==> config.mk <==
export PLATFORM = sky130hd
export DESIGN_NAME = vcpu_alu_arbiter
export DESIGN_NICKNAME = d
export VERILOG_FILES = /design/src/rtl/vcpu_pkg.sv /design/src/rtl/vcpu_alu.sv /design/src/rtl/vcpu_rr_arb2.sv /design/src/rtl/vcpu_alu_arbiter.sv
export SDC_FILE = /design/constraint.sdc
export NUM_CORES = 1
export LEC_CHECK = 0
export ABC_AREA = 1
export BUFFER_PORTS_ARGS = -buffer_cell sky130_fd_sc_hd__buf_2
export CORE_MARGIN = 2
export CORE_UTILIZATION = 58
export CTS_CLUSTER_DIAMETER = 100
export DETAILED_ROUTE_END_ITERATION = 6
export PLACE_DENSITY = 0.87
export SYNTH_ARGS = -nofsm -noshare
export SYNTH_HDL_FRONTEND = slang
export SYNTH_HIERARCHICAL = 1
export SYNTH_SLANG_ARGS = --single-unit
==> constraint.sdc <==
create_clock -name clk -period 4.1 [get_ports clk]
set_clock_uncertainty 0.15 [all_clocks]
set_input_delay 0.82 -clock clk [delete_from_list [all_inputs] [get_ports clk]]
set_output_delay 0.82 -clock clk [all_outputs]
set_load 0.02 [all_outputs]
==> src/rtl/vcpu_pkg.sv <==
// rtl/vcpu_pkg.sv - shared vcpu widths, ALU opcodes and result-slot state type
package vcpu_pkg;

  localparam int DATA_W = 8;
  localparam int OP_W   = 3;

  localparam logic [2:0] ALU_OP_ADD = 3'b000;
  localparam logic [2:0] ALU_OP_SUB = 3'b001;
  localparam logic [2:0] ALU_OP_AND = 3'b010;
  localparam logic [2:0] ALU_OP_OR  = 3'b011;
  localparam logic [2:0] ALU_OP_XOR = 3'b100;
  localparam logic [2:0] ALU_OP_SHL = 3'b101;
  localparam logic [2:0] ALU_OP_SHR = 3'b110;
  localparam logic [2:0] ALU_OP_ILL = 3'b111;

  typedef enum logic {
    SLOT_EMPTY = 1'b0,
    SLOT_FULL  = 1'b1
  } slot_state_e;

endpackage

==> src/rtl/vcpu_alu.sv <==
// rtl/vcpu_alu.sv - combinational vcpu ALU; results wrap modulo 2^DW, flag_eq compares operands
module vcpu_alu
  import vcpu_pkg::*;
#(
  parameter int DW = DATA_W,
  parameter int OW = OP_W
) (
  input  logic [OW-1:0] op,
  input  logic [DW-1:0] a,
  input  logic [DW-1:0] b,
  output logic [DW-1:0] c,
  output logic          flag_eq
);

  always_comb begin
    c = '0;
    case (op)
      ALU_OP_ADD: c = a + b;
      ALU_OP_SUB: c = a - b;
      ALU_OP_AND: c = a & b;
      ALU_OP_OR:  c = a | b;
      ALU_OP_XOR: c = a ^ b;
      ALU_OP_SHL: c = a << 1;
      ALU_OP_SHR: c = a >> 1;
      default:    c = '0;
    endcase
  end

  assign flag_eq = (a == b);

endmodule

==> src/rtl/vcpu_rr_arb2.sv <==
// rtl/vcpu_rr_arb2.sv - two-way grant with a last-winner pointer that moves only on accepted transfers
module vcpu_rr_arb2 #(
  parameter bit FIXED_PRIO = 1'b0
) (
  input  logic       clk,
  input  logic       rst_n,
  input  logic [1:0] req,
  input  logic       advance,
  output logic [1:0] grant
);

  // last_q holds the index of the most recently accepted requester; reset value favours req0
  logic last_q, last_d;
  logic prefer0;

  assign prefer0  = FIXED_PRIO || last_q;
  assign grant[0] = req[0] && (!req[1] || prefer0);
  assign grant[1] = req[1] && !grant[0];

  always_comb begin
    last_d = last_q;
    if (advance) last_d = grant[1];
  end

  always_ff @(posedge clk or negedge rst_n) begin
    if (!rst_n) last_q <= 1'b1;
    else        last_q <= last_d;
  end

endmodule

==> src/rtl/vcpu_alu_arbiter.sv <==
// rtl/vcpu_alu_arbiter.sv - shares one vcpu_alu between two requesters through a single registered result slot
module vcpu_alu_arbiter #(
  parameter int DATA_W     = vcpu_pkg::DATA_W,
  parameter int OP_W       = vcpu_pkg::OP_W,
  parameter bit FIXED_PRIO = 1'b0
) (
  input  logic              clk,
  input  logic              rst_n,
  input  logic [1:0]        req_valid,
  output logic [1:0]        req_ready,
  input  logic [OP_W-1:0]   req0_op,
  input  logic [DATA_W-1:0] req0_a,
  input  logic [DATA_W-1:0] req0_b,
  input  logic [OP_W-1:0]   req1_op,
  input  logic [DATA_W-1:0] req1_a,
  input  logic [DATA_W-1:0] req1_b,
  output logic [1:0]        rsp_valid,
  input  logic [1:0]        rsp_ready,
  output logic [DATA_W-1:0] rsp_c,
  output logic              rsp_eq,
  output logic              rsp_err
);

  import vcpu_pkg::*;

  slot_state_e       state_q, state_d;
  logic              owner_q, owner_d;
  logic [DATA_W-1:0] c_q, c_d;
  logic              eq_q, eq_d;
  logic              err_q, err_d;

  logic [1:0]        grant;
  logic              drain, can_accept, accept;
  logic [OP_W-1:0]   alu_op;
  logic [DATA_W-1:0] alu_a, alu_b, alu_c;
  logic              alu_eq, op_ill;

  vcpu_rr_arb2 #(.FIXED_PRIO(FIXED_PRIO)) u_arb (
    .clk     (clk),
    .rst_n   (rst_n),
    .req     (req_valid),
    .advance (accept),
    .grant   (grant)
  );

  assign alu_op = grant[1] ? req1_op : req0_op;
  assign alu_a  = grant[1] ? req1_a  : req0_a;
  assign alu_b  = grant[1] ? req1_b  : req0_b;

  vcpu_alu #(.DW(DATA_W), .OW(OP_W)) u_alu (
    .op      (alu_op),
    .a       (alu_a),
    .b       (alu_b),
    .c       (alu_c),
    .flag_eq (alu_eq)
  );

  assign op_ill = (alu_op == ALU_OP_ILL);

  // A draining slot can take the next operation on the same edge, so there is no bubble
  assign drain      = (state_q == SLOT_FULL) && rsp_ready[owner_q];
  assign can_accept = (state_q == SLOT_EMPTY) || drain;
  assign req_ready  = can_accept ? (grant & req_valid) : 2'b00;
  assign accept     = |req_ready;

  always_comb begin
    state_d = state_q;
    owner_d = owner_q;
    c_d     = c_q;
    eq_d    = eq_q;
    err_d   = err_q;
    if (accept) begin
      state_d = SLOT_FULL;
      owner_d = grant[1];
      c_d     = op_ill ? '0 : alu_c;
      eq_d    = !op_ill && alu_eq;
      err_d   = op_ill;
    end else if (drain) begin
      state_d = SLOT_EMPTY;
    end
  end

  always_ff @(posedge clk or negedge rst_n) begin
    if (!rst_n) begin
      state_q <= SLOT_EMPTY;
      owner_q <= 1'b0;
      c_q     <= '0;
      eq_q    <= 1'b0;
      err_q   <= 1'b0;
    end else begin
      state_q <= state_d;
      owner_q <= owner_d;
      c_q     <= c_d;
      eq_q    <= eq_d;
      err_q   <= err_d;
    end
  end

  assign rsp_valid = (state_q == SLOT_FULL) ? (owner_q ? 2'b10 : 2'b01) : 2'b00;
  assign rsp_c     = c_q;
  assign rsp_eq    = eq_q;
  assign rsp_err   = err_q;

endmodule

**Yosys cells after proc, flatten, opt, wreduce, memory -nomap -nowiden**

Index checks and enable logic that the tools add are counted.
Widths: inputs -> output; s select.

- Flip-flop bits (word level): 13
- Output and inout port bits: 14
- Logic and storage cells: 46

- Add/subtract/negate cells: 2
- Order comparisons: 1
- Eq/ne operators: 8
- Mux-type cells: 12
- Bitwise operators: 5
- Reduce and logical (&&, ||, !) cells: 12

Operator list:

| cell | count |
|---|---|
| $pmux 8 s7 | 1 |
| $mux 8 | 3 |
| $eq 3x3->1 const B | 4 |
| $add 8x8->8 | 1 |
| $and 8x8->8 | 1 |
| $eq 8x8->1 | 1 |
| $or 8x8->8 | 1 |
| $sub 8x8->8 | 1 |
| $xor 8x8->8 | 1 |
| $eq 3x2->1 const B | 2 |
| $mux 2 | 3 |
| $logic_and 1x1->1 | 4 |
| $mux 1 | 4 |
| $eq 3x1->1 const B | 1 |
| $logic_not 1->1 | 3 |
| $logic_not 3->1 | 1 |
| $mux 3 | 1 |
| $and 2x2->2 | 1 |
| $logic_or 1x1->1 | 2 |
| $lt 1x2->1 const B | 1 |
| $reduce_bool 2->1 | 1 |
| $reduce_or 2->1 | 1 |
| $not 1->1 | 1 |

**Longest topological paths before layout**

- Depth in word-level cells: 9
- Mapped depth: 20

**By module**

The synthesis kept the hierarchy.

Modules (own cells, without submodules):

| module | instances | cells an instance | area each (µm²) | sequential area each (µm²) |
|---|---|---|---|---|
| vcpu_alu | 1 | 218 | 1218.7 | 0.0 |
| vcpu_alu_arbiter | 1 | 130 | 815.8 | 300.3 |
| vcpu_rr_arb2 | 1 | 8 | 61.3 | 26.3 |

**Least setup slack after synthesis**

Ideal clock, no wire load.

- Path type: input to register
- Start point: in req_valid[1]
- End point: reg c_q[3], in the netlist rsp_c[3]
- Setup time: 0.118 ns
- Arrival: 2.756 ns
- Setup slack: 1.076 ns
- Stages on the path: 17
- Buffers on the path: 3
- Cell sequence: inv_1 a21oi_2 buf_6 buf_2 nand2_1 nand2_1 inv_1 ha_1 buf_6 inv_4 or2_4 and2_4 or2_0 nand3_2 nand3_2 nand3_1 nand2_1

- Cells in the longest elaborated chain, start to end: 9
- Elaborated cells between the ends (all ways): 26
- Classes of those cells: add/sub: 2; eq/ne: 7; mux: 6; bitwise: 4; reduce/logical: 7

Ends and longest elaborated chain:

| item | line | source |
|---|---|---|
| from (decl) | vcpu_alu_arbiter.sv:9 | `input logic [1:0] req_valid,` |
| $logic_not 1->1 | vcpu_rr_arb2.sv:17 | `assign grant[0] = req[0] && (!req[1] \|\| prefer0);` |
| $logic_or 1x1->1 | vcpu_rr_arb2.sv:17 |  |
| $logic_and 1x1->1 | vcpu_rr_arb2.sv:17 |  |
| $logic_not 1->1 | vcpu_rr_arb2.sv:18 | `assign grant[1] = req[1] && !grant[0];` |
| $logic_and 1x1->1 (*) | vcpu_rr_arb2.sv:18 |  |
| via grant[1] | vcpu_alu_arbiter.sv:32 | `logic [1:0] grant;` |
| $mux 8 (*) | vcpu_alu_arbiter.sv:48 | `assign alu_b = grant[1] ? req1_b : req0_b;` |
| via alu_b[2] | vcpu_alu_arbiter.sv:35 | `logic [DATA_W-1:0] alu_a, alu_b, alu_c;` |
| $sub 8x8->8 / $add 8x8->8 (equally long branches) | vcpu_alu.sv:19, vcpu_alu.sv:18 |  |
| $pmux 8 s7 (*) | vcpu_alu.sv:17 | `case (op)` |
| via alu_c[3] | vcpu_alu_arbiter.sv:35 |  |
| $mux 8 (*) | vcpu_alu_arbiter.sv:75 | `c_d = op_ill ? '0 : alu_c;` |
| to (signal assigned) | vcpu_alu_arbiter.sv:87 | `c_q <= '0;` |
| to (signal assigned) | vcpu_alu_arbiter.sv:93 | `c_q <= c_d;` |
| to (decl) | vcpu_alu_arbiter.sv:28 | `logic [DATA_W-1:0] c_q, c_d;` |

The timed path passes the listed nets; every way through them passes the cells marked *.
A chain may end at the register's enable or synchronous reset.

**Worst setup path in the final report**

- Start point: in req_valid[0]
- End point: reg c_q[3], in the netlist rsp_c[3]

- Cells in the longest elaborated chain, start to end: 7
- Elaborated cells between the ends (all ways): 24
- Classes of those cells: add/sub: 2; eq/ne: 7; mux: 6; bitwise: 4; reduce/logical: 5

Ends and longest elaborated chain:

| item | line | source |
|---|---|---|
| $logic_and 1x1->1 (*) | vcpu_rr_arb2.sv:17 |  |
| $logic_not 1->1 (*) | vcpu_rr_arb2.sv:18 |  |
| $logic_and 1x1->1 (*) | vcpu_rr_arb2.sv:18 |  |
| via grant[1] | vcpu_alu_arbiter.sv:32 |  |
| $mux 8 (*) | vcpu_alu_arbiter.sv:47 | `assign alu_a = grant[1] ? req1_a : req0_a;` |
| via alu_a[2] | vcpu_alu_arbiter.sv:35 |  |
| $sub 8x8->8 / $add 8x8->8 (equally long branches) | vcpu_alu.sv:19, vcpu_alu.sv:18 |  |
| $pmux 8 s7 (*) | vcpu_alu.sv:17 |  |
| via alu_c[3] | vcpu_alu_arbiter.sv:35 |  |
| $mux 8 (*) | vcpu_alu_arbiter.sv:75 |  |

Marked as above.

==> results.txt <==
Syn_area_per_cell - 5.89 um^2
Root buf cell - clkbuf_4
Final WL - 5210 um
Critical path type - input port to flop
H-tree lvl count - 1
Synth Area in Adders - 0.156
Placed Cells - 451
Sw Share - 0.542
Endpoints failing setup - 0
Total global routing overflow - 0
Non-filler cells in the finished layout - 455
Clk slew on worst S/H paths - 0.07 ns
Status - finished clean
Post-CTS setup repair buffer count - 0
Mapped Cells - 356
Layout cells sized above 1 - 0.191
Cell Pwr Density - 431 nW/um^2
Fin. Hold Viols - 0
Post-CTS resize count - 0
Via Count - 2372
Peak supply drop - 159 uV
DIE AREA - 4110 um^2
Bufs on Longest Clock Path - 2
Dpl cell area - 2380 um^2
Wire per inst - 11.5 um
CTS Hold Bufs - 0
Max cap viols - 0
Hpwl dp - 4390 um
Vias in the first global route - 2120
Area fraction in and, or, nand and nor cells after synthesis - 0.460
First-pass GRT wire length - 8970 um
Worst-path maximum fanout - 21
Die width - 64.1 um
DRC - 0
Final period util - 0.738
Crit end category - flop
Router iterations before antenna repair - 4
Final #Nets - 479
Synth Area in XOR/XNOR - 0
Clock power frac - 0.073
DRT antenna net count - 0
Largest net degree at the start of global routing - 22
Syn Std Cell Area - 2100 um^2
Crit path arrival time - 3.04 ns
Pint - 0.473 mW
Synth Net Count - 425
Fin area - 2400 um^2
Final Power - 1.03 mW
# rows - 21
TritonCTS clock tree - built
Pleak - 1.48 nW
Vias per Instance - 5.21
Yosys cell types - 34
Ys Warns - 6
Slew @ Worst Pin - 0.514 ns
Relative slew margins - 0.658
Final Max Tran Viols - 0
Die Y - 64.1 um
Post-Route Setup TNS - 0 ns
Logic pwr share - 0.717
Largest family of logic cells by synthesized area - simple AND/OR/NAND/NOR gates
RSZ-0062 raised after global routing - false
Port bufs - 57
CTS Buf Count - 3
Starting Density - 0.614
Area growth from synthesis to layout - 14.6%
Clk sinks - 13
Compound-Gate Fraction of Synth Area - 0.0907
Number of I/O pins - 58
Initial DRC Count - 132
Initial antenna violation count - 0
Gr usage total - 0.265
WP data required - 4.11 ns
Switching pwr - 0.561 mW
Post-synthesis mux area share - 0
Crit start category - input port
HP Class - input port to async pin
Gpl congestion - 0.938
Sequential cell area - 327 um^2
Max Fclk - 0.331 GHz
Number of fill cells - 331
Multi-input logic area - 1480 um^2
Clock latency on the worst-skew pair - 0.27 ns
Core area - 3420 um^2
Minimum clock period - 3.02 ns
Antenna cells - 0
Sequential fraction of the synthesis area - 0.156
Yosys reg bits - 13
Part of the power in registers - 0.210
## cell usage in the layout (no fill, tap or decap), types with 2 or more instances in the layout
cell and instances:
a32oi_1 2, o21ai_0 7, clkbuf_4 3, nand2_2 2, o22ai_1 6, inv_2 3
ha_1 23, nor2_1 20, nand2_1 143, dfrtp_1 12, nand3_2 3, nand3_1 39
nand4_1 5, inv_1 53, a21oi_1 8, fa_1 2, buf_2 57, o211ai_1 4
## power by group through the flow
stage	registers [mW]	clock network (mW)	logic [mW]
after detailed placement	0.220	0	0.731
after CTS	0.218	0.0770	0.733
after floorplan	0.262	0	0.519
after global placement	0.217	0	0.715
final	0.217	0.0756	0.742
after global routing	0.226	0.0845	0.835
## metrics by stage
step | setup slack (ns) | hold WS, ns | util
3_5_place_dp | 0.807 | 0.320 | 0.696
3_3_place_gp | 0.896 | 0.308 | 0.696
6_report | 1.08 | 0.275 | 0.703
5_1_grt | 0.873 | 0.280 | 0.703
4_1_cts | 1.09 | 0.276 | 0.703
2_1_floorplan | 1.08 | 0.310 | -
## state kept, by name, indices dropped and copies added (netlist names)
name          cells
state_q           1
rsp_c             8
owner_q           1
u_arb/last_q      1
rsp_eq            1
rsp_err           1
## path summary, 6_finish.rpt
| path | start | end | slack [ns] | depth (start not counted) |
|---|---|---|---|---|
| max | req_valid[0] | rsp_c[3] | 1.08 | 15 |
| min | rst_n | rsp_c[4] | 0.27 | 1 |
| max reg2reg | u_arb/last_q | rsp_c[3] | 1.29 | 14 |
| min reg2reg | rsp_c[2] | rsp_c[2] | 0.33 | 2 |
| max in group asynchronous | rst_n | u_arb/last_q | 3.25 | 1 |
| min in group clk | rsp_c[2] | rsp_c[2] | 0.33 | 2 |
## per-layer routing
layer,track usage,share of wire,vias up,routed length [um]
met5,0,0,-,0
met4,0.0638,0.016,0,83
met3,0.0264,0.063,11,330
met2,0.471,0.46,92,2390
met1,0.342,0.46,1042,2410
li1,-,-,1227,-
## cell type report
| type | instances | share of cell area |
|---|---|---|
| multi-input combinational | 277 | 0.617 |
| sequential | 13 | 0.136 |
| timing repair buffer | 58 | 0.122 |
| inverter | 57 | 0.0901 |
| tap | 46 | 0.0240 |
| clock buffer | 4 | 0.0109 |
## cell usage after synthesis, drive strengths merged
library cell,number,area [um^2]
ha,23,288
buf,8,65.1
nand4,5,31.3
clkbuf,1,5.00
a32oi,2,17.5
o211ai,4,30.0
dfstp,1,26.3
nand3b,1,7.51
nor3,1,16.3
nor4,1,6.26
a21oi,9,48.8
o21a,1,7.51
o22ai,6,37.5
dfrtp,12,300
and2,1,8.76
nand2,145,549
inv,57,216
nor2,21,81.3
o21ai,9,48.8
nand3,43,243
fa,2,40.0
or2,3,21.3
## cell families after synthesis
group                      count (synthesis)
and+or+nand+nor                          221
buffers and inverters                     66
AOI/OAI and AO/OA                         31
adders and majority gates                 25
DFF                                       13
## critical path, stage by stage
cell	delay [ns]
buf_2	0.12
a21oi_2	0.17
buf_4	0.26
nand2_1	0.07
nand2_1	0.13
inv_1	0.08
ha_1	0.47
inv_4	0.06
or2_4	0.24
and2_4	0.14
or2_0	0.21
nand3_2	0.07
nand3_2	0.06
nand3_1	0.09
nand2_1	0.05
(Power assumes the default switching activity.)
